### src/rtl/radix5_fft_seq.sv
// Address/strobe sequencer for an in-place radix-5 DIF FFT over one NPTS-point RAM.
// Optional macro RADIX5_TWIDDLE_IDX_EN adds the tw_idx output (twiddle exponents
// aligned with wr_addr); the default build omits the port and its logic.
module radix5_fft_seq #(
  parameter int ADDR_W = 5,
  parameter int STAGES = 2,
  parameter int NPTS   = 25,
  parameter int RD_LAT = 1,
  parameter int BF_LAT = 12
) (
  input  logic                clk,
  input  logic                rst_n,
  input  logic                start,
  input  logic                hold,
  output logic                busy,
  output logic                done,
  output logic                rd_en,
  output logic [5*ADDR_W-1:0] rd_addr,
  output logic                bfly_in_vld,
  output logic                wr_en,
  output logic [5*ADDR_W-1:0] wr_addr,
  output logic [2:0]          stage
`ifdef RADIX5_TWIDDLE_IDX_EN
  ,
  output logic [5*ADDR_W-1:0] tw_idx
`endif
);

  localparam int DLY = RD_LAT + BF_LAT;
  localparam int NBF = NPTS / 5;

  typedef enum logic [1:0] {IDLE, ISSUE, DRAIN, DONE} state_t;
  state_t state, state_nxt;

  logic                issue, load_first, load_next, inflight;
  logic [2:0]          stage_new;
  logic [ADDR_W-1:0]   off, base, stride, bf_cnt;
  logic [5*ADDR_W-1:0] cur_flat, last_addr;
  logic                vld_line  [DLY];
  logic [5*ADDR_W-1:0] addr_line [DLY];

  // 5^e with constant multiplies only; used for stride and twiddle step per stage
  function automatic logic [ADDR_W-1:0] pow5(input int e);
    int p;
    p = 1;
    for (int i = 0; i < STAGES; i++)
      if (i < e) p = p * 5;
    return p[ADDR_W-1:0];
  endfunction

  // Register the FSM state
  always_ff @(posedge clk or negedge rst_n) begin
    if (!rst_n) state <= IDLE;
    else        state <= state_nxt;
  end

  // Next-state logic and control strobes
  always_comb begin
    state_nxt  = state;
    issue      = 1'b0;
    load_first = 1'b0;
    load_next  = 1'b0;
    busy       = 1'b0;
    done       = 1'b0;
    case (state)
      IDLE: begin
        if (start) begin
          load_first = 1'b1;
          state_nxt  = ISSUE;
        end
      end
      ISSUE: begin
        busy  = 1'b1;
        issue = !hold;
        if (issue && bf_cnt == ADDR_W'(NBF - 1)) state_nxt = DRAIN;
      end
      DRAIN: begin
        busy = 1'b1;
        // The final write may still be on the last tap; nothing earlier may be
        if (!inflight) begin
          if (stage == 3'(STAGES - 1)) begin
            state_nxt = DONE;
          end else begin
            load_next = 1'b1;
            state_nxt = ISSUE;
          end
        end
      end
      DONE: begin
        done      = 1'b1;
        state_nxt = IDLE;
      end
      default: state_nxt = IDLE;
    endcase
  end

  assign rd_en     = issue;
  assign stage_new = load_first ? 3'd0 : stage + 3'd1;

  // Any valid bit in flight short of the write tap
  always_comb begin
    inflight = 1'b0;
    for (int i = 0; i < DLY - 1; i++) inflight = inflight | vld_line[i];
  end

  // Butterfly counters: off steps first, base accumulates without multiplies
  always_ff @(posedge clk or negedge rst_n) begin
    if (!rst_n) begin
      stage  <= '0;
      stride <= '0;
      off    <= '0;
      base   <= '0;
      bf_cnt <= '0;
    end else if (load_first || load_next) begin
      stage  <= stage_new;
      stride <= pow5(STAGES - 1 - int'(stage_new));
      off    <= '0;
      base   <= '0;
      bf_cnt <= '0;
    end else if (issue) begin
      bf_cnt <= bf_cnt + ADDR_W'(1);
      if (off == stride - ADDR_W'(1)) begin
        off  <= '0;
        base <= base + (stride << 2) + ADDR_W'(1);
      end else begin
        off  <= off + ADDR_W'(1);
        base <= base + ADDR_W'(1);
      end
    end
  end

  // Element addresses base + m*S built by repeated addition
  always_comb begin
    logic [ADDR_W-1:0] a;
    a = base;
    for (int m = 0; m < 5; m++) begin
      cur_flat[m*ADDR_W +: ADDR_W] = a;
      a = a + stride;
    end
  end

  // Remember the last issued addresses so rd_addr holds while idle
  always_ff @(posedge clk or negedge rst_n) begin
    if (!rst_n)     last_addr <= '0;
    else if (issue) last_addr <= cur_flat;
  end

  assign rd_addr = issue ? cur_flat : last_addr;

  // Read-latency plus butterfly-latency delay line for valid and addresses
  always_ff @(posedge clk or negedge rst_n) begin
    if (!rst_n) begin
      for (int i = 0; i < DLY; i++) begin
        vld_line[i]  <= 1'b0;
        addr_line[i] <= '0;
      end
    end else begin
      vld_line[0]  <= issue;
      addr_line[0] <= cur_flat;
      for (int i = 1; i < DLY; i++) begin
        vld_line[i]  <= vld_line[i-1];
        addr_line[i] <= addr_line[i-1];
      end
    end
  end

  assign bfly_in_vld = vld_line[RD_LAT-1];
  assign wr_en       = vld_line[DLY-1];
  assign wr_addr     = addr_line[DLY-1];

`ifdef RADIX5_TWIDDLE_IDX_EN
  logic [ADDR_W-1:0]   tw_t, tw_step;
  logic [5*ADDR_W-1:0] tw_flat;
  logic [5*ADDR_W-1:0] tw_line [DLY];

  // (a + b) mod NPTS for operands already below NPTS
  function automatic logic [ADDR_W-1:0] add_mod(input logic [ADDR_W-1:0] a,
                                                 input logic [ADDR_W-1:0] b);
    logic [ADDR_W:0] sum;
    sum = {1'b0, a} + {1'b0, b};
    if (sum >= (ADDR_W+1)'(NPTS)) sum = sum - (ADDR_W+1)'(NPTS);
    return sum[ADDR_W-1:0];
  endfunction

  // Track off*5^s alongside off; it never reaches NPTS so no wrap is needed
  always_ff @(posedge clk or negedge rst_n) begin
    if (!rst_n) begin
      tw_t    <= '0;
      tw_step <= '0;
    end else if (load_first || load_next) begin
      tw_t    <= '0;
      tw_step <= pow5(int'(stage_new));
    end else if (issue) begin
      if (off == stride - ADDR_W'(1)) tw_t <= '0;
      else                            tw_t <= tw_t + tw_step;
    end
  end

  // Element m exponent m*tw_t mod NPTS by modular accumulation
  always_comb begin
    logic [ADDR_W-1:0] t;
    t = '0;
    for (int m = 0; m < 5; m++) begin
      tw_flat[m*ADDR_W +: ADDR_W] = t;
      t = add_mod(t, tw_t);
    end
  end

  // Carry twiddle exponents down the same delay line as the addresses
  always_ff @(posedge clk or negedge rst_n) begin
    if (!rst_n) begin
      for (int i = 0; i < DLY; i++) tw_line[i] <= '0;
    end else begin
      tw_line[0] <= tw_flat;
      for (int i = 1; i < DLY; i++) tw_line[i] <= tw_line[i-1];
    end
  end

  assign tw_idx = tw_line[DLY-1];
`endif

endmodule

### config.mk
export PLATFORM = sky130hd
export DESIGN_NAME = radix5_fft_seq
export DESIGN_NICKNAME = d
export VERILOG_FILES = /design/src/rtl/radix5_fft_seq.sv
export SDC_FILE = /design/constraint.sdc
export NUM_CORES = 1
export LEC_CHECK = 0
export BUFFER_PORTS_ARGS = -buffer_cell sky130_fd_sc_hd__buf_2
export CORE_ASPECT_RATIO = 2
export CORE_MARGIN = 1
export CORE_UTILIZATION = 57
export DETAILED_ROUTE_END_ITERATION = 7
export PLACE_DENSITY_LB_ADDON = 0.25
export SYNTH_ARGS = -nofsm -noshare
export SYNTH_HDL_FRONTEND = slang
export SYNTH_SLANG_ARGS = --single-unit
### constraint.sdc
create_clock -name clk -period 6.3 [get_ports clk]
set_input_delay 1.89 -clock clk [delete_from_list [all_inputs] [get_ports clk]]
set_output_delay 1.89 -clock clk [all_outputs]
set_load 0.02 [all_outputs]
# [Yosys cells after proc, flatten, opt, wreduce, memory -nomap -nowiden]
# Cells that the tools add are included.
[totals] regBits=388 latchBits=0 ram_bits=0 rom_bits=0 input_bits=4 output_inout_bits=58 word_cells=101 mem_count=0
[classes] add_sub_neg=12 mul=1 div_mod_pow=0 n_lt_le_gt_ge=2 eq_ne=9 shift=0 n_mux=26 bitwise_logic=11 n_reduce_logical=7
[op_table] cell="$mux 5" n=9
[op_table] cell="$mul 32x4->5 const B" n=1
[op_table] cell="$mux 32" n=1
[op_table] cell="$add 5x5->5" n=5
[op_table] cell="$mux 25" n=1
[op_table] cell="$add 5x1->5 const B" n=4
[op_table] cell="$or 1x1->1" n=11
[op_table] cell="$mux 1" n=8
[op_table] cell="$mux 2" n=4
[op_table] cell="$pmux 2 s4" n=1
[op_table] cell="$mux 3" n=2
[op_table] cell="$ne 2x2->1 const B" n=3
[op_table] cell="$eq 5x3->1 const B" n=1
[op_table] cell="$eq 5x5->1" n=1
[op_table] cell="$sub 5x1->5 const B" n=1
[op_table] cell="$eq 2x2->1 const B" n=2
[op_table] cell="$lt 1x4->1 const A" n=1
[op_table] cell="$lt 2x4->1 const A" n=1
[op_table] cell="$sub 1x3->4 const A" n=1
[op_table] cell="$add 3x1->3 const B" n=1
[op_table] cell="$eq 3x1->1 const B" n=1
[op_table] cell="$reduce_and 3->1" n=1
[op_table] cell="$eq 2x1->1 const B" n=1
[op_table] cell="$logic_not 2->1" n=1
[op_table] cell="5 further kinds" n=5

# [Logic depth before layout (Yosys ltp)]
# Gate-level depths: netlist of the first run.
[depth] depth_word=17 depth_mapped=13 ltp_nobuf=13

# [Least setup slack after synthesis of the first run]
# No wires, ideal clock.
[synth_timing] kind="register to output" from="register base[0]" to="output port rd_addr[24]" arrival_ps=3647 required_time_ps=4410 slack_ps=763 stages_incl_launch_ff=14 n_path_buf=0 cell_sequence="dfrtp_1 ha_1 ha_1 xor2_1 ha_1 xor2_1 ha_1 a31o_2 xor2_1 ha_1 a21oi_1 xnor2_1 xnor3_1 o21ai_0"
[synth_via] elab_chain_cells=5
[synth_rtl] element="from (decl)" line="37" rtl="logic [ADDR_W-1:0] off, base, stride, bf_cnt;"
[synth_rtl] element="from (signal assigned)" line="124" rtl="base <= base + (stride << 2) + ADDR_W'(1);"
[synth_rtl] element="from (signal assigned)" line="127" rtl="base <= base + ADDR_W'(1);"
[synth_rtl] element="$add 5x5->5" line="138" rtl="a = a + stride;"
[synth_rtl] element="net cur_flat[7]" line="38" rtl="logic [5*ADDR_W-1:0] cur_flat, last_addr;"
[synth_rtl] element="$add 5x5->5" line="138"
[synth_rtl] element="net cur_flat[12]" line="38"
[synth_rtl] element="$add 5x5->5" line="138"
[synth_rtl] element="net cur_flat[18]" line="38"
[synth_rtl] element="$add 5x5->5" line="138"
[synth_rtl] element="$mux 25"
[synth_rtl] element="to (decl)" line="18" rtl="output logic [5*ADDR_W-1:0] rd_addr,"
# The timed path passes the listed nets, and every way through them passes these cells.

# [Final worst setup path of the first run]
# Ends and elaborated chain as after synthesis.

==> results_dict.tcl, run 1 <==
set metrics [dict create \
    status "finished clean" \
    area_delta_synth_final_pct 13.8 \
    antenna_left 0 \
    layout.nets 732 \
    grt-ovfl-total 0 \
    ir_worst_vdd_mv 0.591 \
    clock_skew_ns 0.0133 \
    crit_slowest_cell "dfrtp_2" \
    grtUsageMet2 0.307 \
    min_period_over_period 0.965 \
    path_max_fanout 7 \
    cpMostUsedCell "ha_1" \
    internal_power_mw 5.01 \
    switchingPower_mw 2.17 \
    io_pins 62 \
    ys_seq_area_frac 0.836 \
    cap_violations 0 \
    use_met3 0.0262 \
    cts_buffer_depth 3 \
    pwr-share-clk 0.255 \
    numCtsBuffers 29 \
    tightest_slew_ns 0.930 \
    rows 70 \
    cts_tree "built" \
    synthFlopType "dfrtp_1" \
    power_density_nw_per_um2 585 \
    grt_util_all_layers 0.175 \
    drive_gt1_frac 0.186 \
    sw_frac_of_total 0.302 \
    place_inst 886 \
    drt_iter0_markers 219 \
    cts_hold_repair.buffers 0 \
    syn_avg_cell_area_um2 16.9 \
    antenna_cells 0 \
    clk_pin_slew_worst_paths_ns 0.07 \
    tns_ns 0 \
    totalWireLength_um 15600 \
    startpoint_type "register" \
    core_area_um2 18400 \
    synth_edf_count 0 \
    synthArstFlopShare 1.00 \
    cts-root-buf "clkbuf_16" \
    gp_congestion 0.840 \
    synth_cells 637 \
    cp_slowest_stage_delay_ns 0.45 \
    rsz0062_at_grt "no" \
    instances_no_fill 940 \
    worst_setup_path_end_kind "output pin" \
    p_comb_frac 0.236 \
    grt.met1_usage 0.212 \
    dpl.hpwl_um 9210 \
    hold_path_class "reg -> reg" \
    grt_max_degree 134 \
    yosysUniqueCellTypes 36 \
    cp.required_ns 4.41 \
    drcViolationCount 0 \
    fmax_mhz 164 \
    first_pass_iters 4 \
    path_cells "ha_2 > ha_1 > xor2_2 > ha_1 > xor2_2 > ha_1 > a31o_2 > xor2_2 > ha_1 > a21oi_1 > xnor2_1 > xnor3_1 > o21ai_1 > buf_2" \
    crit_type "reg -> out" \
    final_cell_area_um2 12300 \
    clk_latency_ns 0.54 \
    port_buffers 61 \
    final_max_slew_viol_count 0 \
    synth_common_cells "360 x dfrtp_1, 71 x nand2_1, 26 x buf_4, 26 x ha_1, 18 x inv_1" \
    min_period_ns 6.08 \
    grt_pass1_vias 5191 \
    synth_nets 667 \
    h-tree-depth 1 \
    clkSinkCount 360 \
    setup_viol 0 \
    final_hold_viol_count 0 \
    leakagePower_nw 5.93 \
    wire_per_inst_um 16.6 \
    fp.dieH_um 196 \
    grt_pass1_wl_um 26400 \
    initial_utilization 0.586 \
    ys_ff_latch 360 \
    synth_top_area_cell "dfrtp_1" \
    grt-busiest-layer "met2" \
    via_per_inst 5.05 \
    relSlewSlack 0.380 \
    postPlaceCellArea_um2 11200 \
    synth_top_area_frac 0.836 \
    worstPathArrival_ns 4.19 \
    yosys_warnings 0 \
    pwr-share-seq 0.509 \
    dieArea_um2 19500 \
    dieWidth_um 99.2 \
    ys_top_cells_by_area "dfrtp_1 84%, ha_1 3.0%, nand2_1 2.5%, buf_4 1.8%, xnor2_1 1.3%" \
    fillers 1232 \
    antenna_found_initial 0 \
    yosysMostFrequentCell "dfrtp_1" \
    netlist_area_um2 10800 \
    via_count 4745 \
]
[flip-flops by register name (all words and copies together) (netlist names)]
register and count:
wr_en 1, state 2, stage 3, addr_line 276, stride 3, bfly_in_vld 1, bf_cnt 5, wr_addr 23
base 5, off 5, vld_line 11, last_addr 25
[critical path: cells and delay by family (launching register included)]
| kind | cells | cell delay (ns) |
|---|---|---|
| fa+ha+maj | 5 | 1.41 |
| buf+inv | 1 | 0.19 |
| flops | 1 | 0.45 |
| xor+xnor | 5 | 1.00 |
| compound gates | 3 | 0.62 |
[final timing paths]
path	end	slack (ns)	depth (start not counted)	startpoint
setup / recovery	rd_addr[24]	0.22	14	base[0]$_DFFE_PN0P_
hold / removal	addr_line[297]$_DFF_PN0_	0.34	0	addr_line[322]$_DFF_PN0_
setup reg to reg	last_addr[24]$_DFF_PN0_	2.75	13	base[0]$_DFFE_PN0P_
hold reg to reg	addr_line[297]$_DFF_PN0_	0.34	0	addr_line[322]$_DFF_PN0_
max in group asynchronous	vld_line[10]$_DFF_PN0_	3.67	2	rst_n
min in group asynchronous	wr_addr[1]$_DFF_PN0_	1.42	1	rst_n
[kinds of logic (layout without fill, tap and decap cells)]
family	count (synthesis)	count (layout)	share of synthesized area
and+or+nand+nor	115	115	0.0469
buffers and inverters	55	142	0.0282
AOI/OAI and AO/OA	48	48	0.0278
adders and majority gates	26	26	0.0302
DFF	360	360	0.836
xor gates and xnor gates	28	28	0.0253
muxes	5	5	0.00511
[layout by cell type (no fill, tap or decap), drive strengths merged, types with 7 or more instances in the layout]
cell type,instances
a31oi,7
ha,26
clkinv,8
inv,19
dfrtp,360
nand3,10
a21oi,12
clkbuf,38
nor2,12
o21ai,13
buf,71
nand2,71
xor2,10
xnor2,16
[per-layer routing]
metal  part of all wire  vias up
li1                   -     2158
met1               0.39     2433
met2               0.54      108
met3              0.032       46
met4              0.042        0
met5                  0        -
[per-stage QoR]
| stage | power [mW] | utilization | worst slack (ns) | hold WS [ns] |
|---|---|---|---|---|
| floorplan | 4.79 | - | 0.763 | 0.331 |
| global placement | 5.20 | 0.610 | 0.597 | 0.332 |
| detailed placement | 5.32 | 0.610 | 0.433 | 0.335 |
| CTS | 7.24 | 0.665 | 0.0235 | 0.347 |
| global route | 7.60 | 0.666 | 0.00555 | 0.347 |
| finish | 7.17 | 0.666 | 0.218 | 0.343 |
[power groups by stage]
stage / Sequential [mW] / Clock (mW) / Combinational [mW]
finish: 3.65 / 1.83 / 1.70
global placement: 3.62 / 0 / 1.58
detailed placement: 3.69 / 0 / 1.63
global route: 3.76 / 1.98 / 1.86
CTS: 3.68 / 1.89 / 1.66
floorplan: 3.56 / 0 / 1.24
[cell type report]
| cell class | instances | area (um2) | area share |
|---|---|---|---|
| Timing Repair Buffer | 71 | 415 | 0.0339 |
| Inverter | 18 | 67.6 | 0.00551 |
| Multi-Input combinational cell | 222 | 1500 | 0.122 |
| Sequential cell | 360 | 9010 | 0.735 |
| Clock inverter | 15 | 165 | 0.0135 |
| Clock buffer | 38 | 830 | 0.0677 |
| Tap cell | 216 | 270 | 0.0221 |
[what timing repair did]
item / CTS / global route
endpoints found under the setup margin: 1 / 1
pin swaps: 0 / 1
setup buffers: 0 / 1
gates resized for setup: 3 / 5
Note: power is estimated with default switching activity, not from simulation.
==> run 2, diff against run 1 <==
- ABC_AREA: not set -> 1
- CAP_MARGIN: not set -> 20
==> run 2 against run 1 <==
Against the previous run:
- total power is 3.3% lower
- count of clock-buffer cells in the layout is 4 lower
- final cell count is 11% higher
- clock skew is 0.0035 ns higher
- critical endpoint unchanged
- synthesized cell count is 9.3% higher
- non-clock buffer count is 5 higher
- utilization is 0.36 points higher
- via count is 6.1% higher
- highest routed layer unchanged
- setup slack better by 0.047 ns
- sequential share of layout area is 2.1 points lower
- critical path type unchanged
- largest cell class unchanged
==> results_dict.tcl, run 2 <==
set metrics [dict create \
    status "finished clean" \
    cts_tree "built" \
    ir_worst_vdd_mv 0.502 \
    largest_reg_flops 276 \
    leakagePower_nw 6.35 \
    via_per_inst 4.81 \
    rr_endpoint "last_addr[24]$_DFF_PN0_" \
    crit_family "adder cells" \
    yosys_warnings 0 \
    synthSimpleGateAreaFrac 0.0700 \
    area_delta_synth_final_pct 15.4 \
    clk_pin_slew_worst_paths_ns 0.07 \
    clkSinkCount 360 \
    grt_max_degree 136 \
    grtUsageMet2 0.338 \
    synthFlopType "dfrtp_1" \
    grt_pass1_wl_um 27600 \
    fmax_mhz 166 \
    place_inst 983 \
    synth_edf_count 0 \
    setup_viol 0 \
    synth_cells 696 \
    via_count 5033 \
    crit_slowest_cell "dfrtp_2" \
    initial_utilization 0.581 \
    numCtsBuffers 29 \
    hp-start "addr_line[300]$_DFF_PN0_" \
    synth_mux_area_frac 0 \
    ys_ff_latch 360 \
    synth_compound_area_frac 0.0203 \
    synth-xor-area-share 0.0215 \
    totalWireLength_um 16900 \
    clk_latency_ns 0.54 \
    cts-root-buf "clkbuf_16" \
    rsz0062_at_grt "no" \
    drt_iter0_markers 247 \
    grt-busiest-layer "met2" \
    holdPathStages 0 \
    port_buffers 61 \
    grt-ovfl-total 0 \
    utilization 0.670 \
    synth_common_cells "360 x dfrtp_1, 111 x nand2_1, 30 x inv_1" \
    wire_per_inst_um 16.2 \
    gp_congestion 0.818 \
    relSlewSlack 0.366 \
    instances_no_fill 1046 \
    synth_top_area_frac 0.824 \
    timing.rr.start "base[0]$_DFFE_PN0P_" \
    drcViolationCount 0 \
    tightest_slew_ns 0.950 \
    core_area_um2 18800 \
    grt_pass1_vias 5321 \
    top_register "addr_line" \
    crit_type "reg -> out" \
    netlist_area_um2 10900 \
    rows 71 \
    pre_cts_ws_ns 0.450 \
    min_period_ns 6.03 \
    power_density_nw_per_um2 550 \
    dpl.hpwl_um 9660 \
    yosysMostFrequentCell "dfrtp_1" \
    cp.required_ns 4.41 \
    grt_util_all_layers 0.185 \
    antenna_cells 0 \
    final_cell_area_um2 12600 \
    worst_setup_path_end_kind "output pin" \
    final_hold_viol_count 0 \
    yosysUniqueCellTypes 34 \
    critical_path_buf_inv_count 3 \
    first_pass_iters 4 \
    cts_hold_repair.buffers 0 \
    antenna_left 0 \
    startpoint_type "register" \
    final_max_slew_viol_count 0 \
    fin_ws_ns 0.265 \
    io_pins 62 \
    path_max_fanout 6 \
    synth_nets 726 \
    worstPathArrival_ns 4.14 \
    dieWidth_um 99.9 \
    dieArea_um2 19800 \
    final_cell_mix "356 x dfrtp_1, 111 x nand2_1, 59 x buf_2" \
    synth_top_area_cell "dfrtp_1" \
    r2r_slack_ns 2.74 \
    fp.dieH_um 198 \
    cpMostUsedCell "nand2_1" \
    hold_end "addr_line[275]$_DFF_PN0_" \
    path_cells "ha_2 > ha_1 > xor2_2 > ha_4 > nand3_1 > nand2_1 > xor2_2 > ha_4 > or2_2 > nand2_1 > inv_1 > ha_4 > a21oi_2 > nand2_1 > nand2_1 > nand2_1 > inv_1 > nand3_2 > nand2_2 > nand2_1 > nand2_1 > buf_4" \
    layout.nets 799 \
    grt.met1_usage 0.221 \
    h-tree-depth 1 \
    ys_top_cells_by_area "dfrtp_1 82%, nand2_1 3.8%, ha_1 3.0%, buf_4 1.8%, xor2_1 1.3%" \
    ys_seq_area_frac 0.824 \
    cap_violations 0 \
    hold_path_class "reg -> reg" \
    use_met3 0.0244 \
    min_period_over_period 0.958 \
    synth_fa_ha_area_frac 0.0298 \
    synth_top_family_by_area "simple AND/OR/NAND/NOR gates" \
    postPlaceCellArea_um2 11400 \
    fin_hold_ws_ns 0.339 \
    drive_gt1_frac 0.202 \
    synthArstFlopShare 1.00 \
    r2r_cells 21 \
    final_common_cell "dfrtp_1" \
    syn_avg_cell_area_um2 15.7 \
    cp_slowest_stage_delay_ns 0.45 \
    antenna_found_initial 0 \
    tns_ns 0 \
    cts_buffer_depth 3 \
    power_mw 6.94 \
    clock_skew_ns 0.0168 \
]
run 2: how the worst max path moves through the flow:
stage | from | to | cells after the start
4_1_cts | stride[0]$_DFFE_PN0N_ | rd_addr[24] | 22
3_3_place_gp | stride[0]$_DFFE_PN0N_ | rd_addr[24] | 22
6_report | base[0]$_DFFE_PN0P_ | rd_addr[24] | 22
5_1_grt | base[0]$_DFFE_PN0P_ | rd_addr[24] | 22
2_1_floorplan | stride[0]$_DFFE_PN0N_ | rd_addr[24] | 21
3_5_place_dp | stride[0]$_DFFE_PN0N_ | rd_addr[24] | 22
run 2: worst register-to-register path, stage by stage (launching register included):
cell and delay [ns]:
dfrtp_2 0.45, ha_2 0.23, ha_1 0.23, xor2_2 0.21
ha_4 0.30, nand3_1 0.07, nand2_1 0.11, xor2_2 0.25
ha_4 0.25, or2_2 0.28, nand2_1 0.08, inv_1 0.08
ha_4 0.29, nand3_1 0.09, nand2_1 0.08, nand2_1 0.05
nand2_1 0.08, inv_1 0.06, nand3_2 0.07, nand2_2 0.06
nand2_1 0.05, nand2_1 0.06
run 2: where the power goes:
group / leakage, nW / total (mW) / internal, mW / switching (mW)
Sequential: 4.54 / 3.53 / 3.21 / 0.320
Clock: 0.527 / 1.98 / 1.17 / 0.818
Combinational: 1.29 / 1.42 / 0.499 / 0.926
run 2: kinds of logic after synthesis:
group,count (synthesis)
compound gates,40
xor+xnor,26
fa+ha+maj,26
buf+inv,68
flops,360
simple gates,176
run 2: cell type report:
class / count / area (um2)
Fill cell: 1305 / 6220
Inverter: 34 / 133
Tap cell: 255 / 319
Clock inverter: 19 / 295
Sequential cell: 360 / 9010
Clock buffer: 34 / 764
Timing Repair Buffer: 76 / 443
Multi-Input combinational cell: 268 / 1650
run 2: repair_timing:
item                                    4_1_cts  5_1_grt
gates cloned                                  0        0
endpoints found under the setup margin        1        2
setup buffers                                 0       10
pin swaps                                     0        2
gates resized for setup                       5       12
run 2: layer usage:
layer,vias to the layer above,share of wire
li1,2306,-
met2,114,0.55
met3,35,0.034
met5,-,0
met1,2578,0.38
met4,0,0.030
==> run 3, diff against run 2 <==
- CORE_ASPECT_RATIO: 2 -> not set
- SETUP_SLACK_MARGIN: not set -> 0.3
==> run 3 against run 2 <==
Against the previous run:
- sequential share of layout area fell by 0.82 points
- die area fell by 0.17%
- sequential power barely moved
- critical endpoint unchanged
==> results_dict.tcl, run 3 (same netlist as run 2, synthesis figures left out) <==
set metrics [dict create \
    multiInputGateArea_um2 1720 \
    grt_max_degree 153 \
    dieArea_um2 19700 \
    tightest_slew_ns 1.08 \
    initial_utilization 0.583 \
    fmax_mhz 172 \
    drt_iter0_markers 228 \
    grt-busiest-layer "met2" \
    rsz0062_at_grt "no" \
    drive_gt1_frac 0.209 \
    cp_slowest_stage_delay_ns 0.43 \
    cpMostUsedCell "nand2_1" \
    io_pins 62 \
    critical_path_buf_inv_count 3 \
    final_max_slew_viol_count 0 \
    use_met3 0.0308 \
    fillers 1220 \
    startpoint_type "register" \
    grt-ovfl-total 0 \
    fp.dieH_um 141 \
    cts_hold_repair.buffers 0 \
    path_cells "ha_4 > ha_4 > xor2_4 > ha_4 > nand3_1 > nand2_1 > xor2_2 > ha_1 > or2_2 > nand2_1 > inv_2 > ha_4 > a21oi_4 > nand2_1 > nand2_1 > nand2_2 > inv_2 > nand3_2 > nand2_2 > nand2_1 > nand2_2 > buf_6" \
    grt_pass1_wl_um 28000 \
    cts_tree "built" \
    ir_worst_vdd_mv 0.294 \
    layout.nets 801 \
    hold_path_class "reg -> reg" \
    grt_pass1_vias 5390 \
    leakagePower_nw 6.39 \
    min_period_over_period 0.925 \
    setup_viol 0 \
    crit_type "reg -> out" \
    rows 50 \
    numCtsBuffers 34 \
    top_register "addr_line" \
    tns_ns 0 \
    clk_latency_ns 0.51 \
    area_delta_synth_final_pct 16.7 \
    regArea_um2 9010 \
    status "finished clean" \
    clkSinkCount 360 \
    clock_skew_ns 0.0203 \
    grtUsageMet2 0.318 \
    worstPathArrival_ns 3.94 \
    final_common_cell "dfrtp_1" \
    grt_util_all_layers 0.187 \
    startpoint "base[0]$_DFFE_PN0P_" \
    power_density_nw_per_um2 561 \
    dieWidth_um 141 \
    via_per_inst 4.93 \
    cp.required_ns 4.41 \
    dpl.hpwl_um 9460 \
    antenna_left 0 \
    cap_violations 0 \
    totalWireLength_um 16800 \
    drcViolationCount 0 \
    clk_pin_slew_worst_paths_ns 0.07 \
    wire_per_inst_um 16.4 \
    power_mw 7.16 \
    via_count 5053 \
    final_hold_viol_count 0 \
    final_cell_mix "355 x dfrtp_1, 109 x nand2_1, 59 x buf_2" \
    cts_buffer_depth 3 \
    cts-root-buf "clkbuf_16" \
    worst_setup_path_end_kind "output pin" \
    core_area_um2 18800 \
    timing.rr.start "base[0]$_DFFE_PN0P_" \
    relSlewSlack 0.279 \
    grt.met1_usage 0.243 \
    gp_congestion 0.805 \
    crit_slowest_cell "dfrtp_2" \
    antenna_cells 0 \
    fin_hold_ws_ns 0.326 \
    first_pass_iters 4 \
    port_buffers 61 \
    largest_reg_flops 276 \
    antenna_found_initial 0 \
    h-tree-depth 2 \
    path_max_fanout 4 \
    crit_family "adder cells" \
    min_period_ns 5.83 \
    hp-start "addr_line[253]$_DFF_PN0_" \
]
[run 3: final timing paths]
check	to	slack [ns]	depth (start not counted)
worst max register to register	last_addr[24]$_DFF_PN0_	2.91	21
worst min register to register	addr_line[228]$_DFF_PN0_	0.33	0
worst max-delay path	rd_addr[24]	0.47	22
worst min-delay path	addr_line[228]$_DFF_PN0_	0.33	0
min in group asynchronous	wr_addr[4]$_DFF_PN0_	1.51	1
max in group asynchronous	stride[2]$_DFFE_PN0N_	3.55	2
[run 3: layout make-up]
class                      count  share of cell area
clock buffer                  46              0.0758
multi-input combinational    268               0.135
timing repair buffer          73              0.0342
clock inverter                10              0.0157
inverter                      34              0.0104
tap                          234              0.0229
sequential                   360               0.706
[run 3: layer usage]
layer / wire length, um / vias up
met5: 0 / -
met4: 494 / 0
met3: 549 / 44
met2: 8690 / 99
met1: 7090 / 2596
li1: - / 2314
[run 3: where the power goes]
group / total [mW] / switching (mW) / internal [mW]
Combinational: 1.53 / 0.981 / 0.550
Sequential: 3.53 / 0.318 / 3.21
Clock: 2.10 / 0.813 / 1.28
[run 3: through the flow]
step                      setup slack (ns)  std cells  instance area, um2  utilization
after floorplan                      0.949        696               10900            -
after global placement               0.596        961               11400        0.605
after detailed placement             0.433        961               11400        0.605
after CTS                            0.326       1023               12600        0.674
after global routing                 0.277       1025               12800        0.680
final                                0.470       1025               12800        0.680
[run 3: repair_timing]
item / CTS / global route
endpoints found under the setup margin: 2 / 1
setup buffers: 6 / 2
resized for setup: 14 / 17
pin swaps: 2 / 6
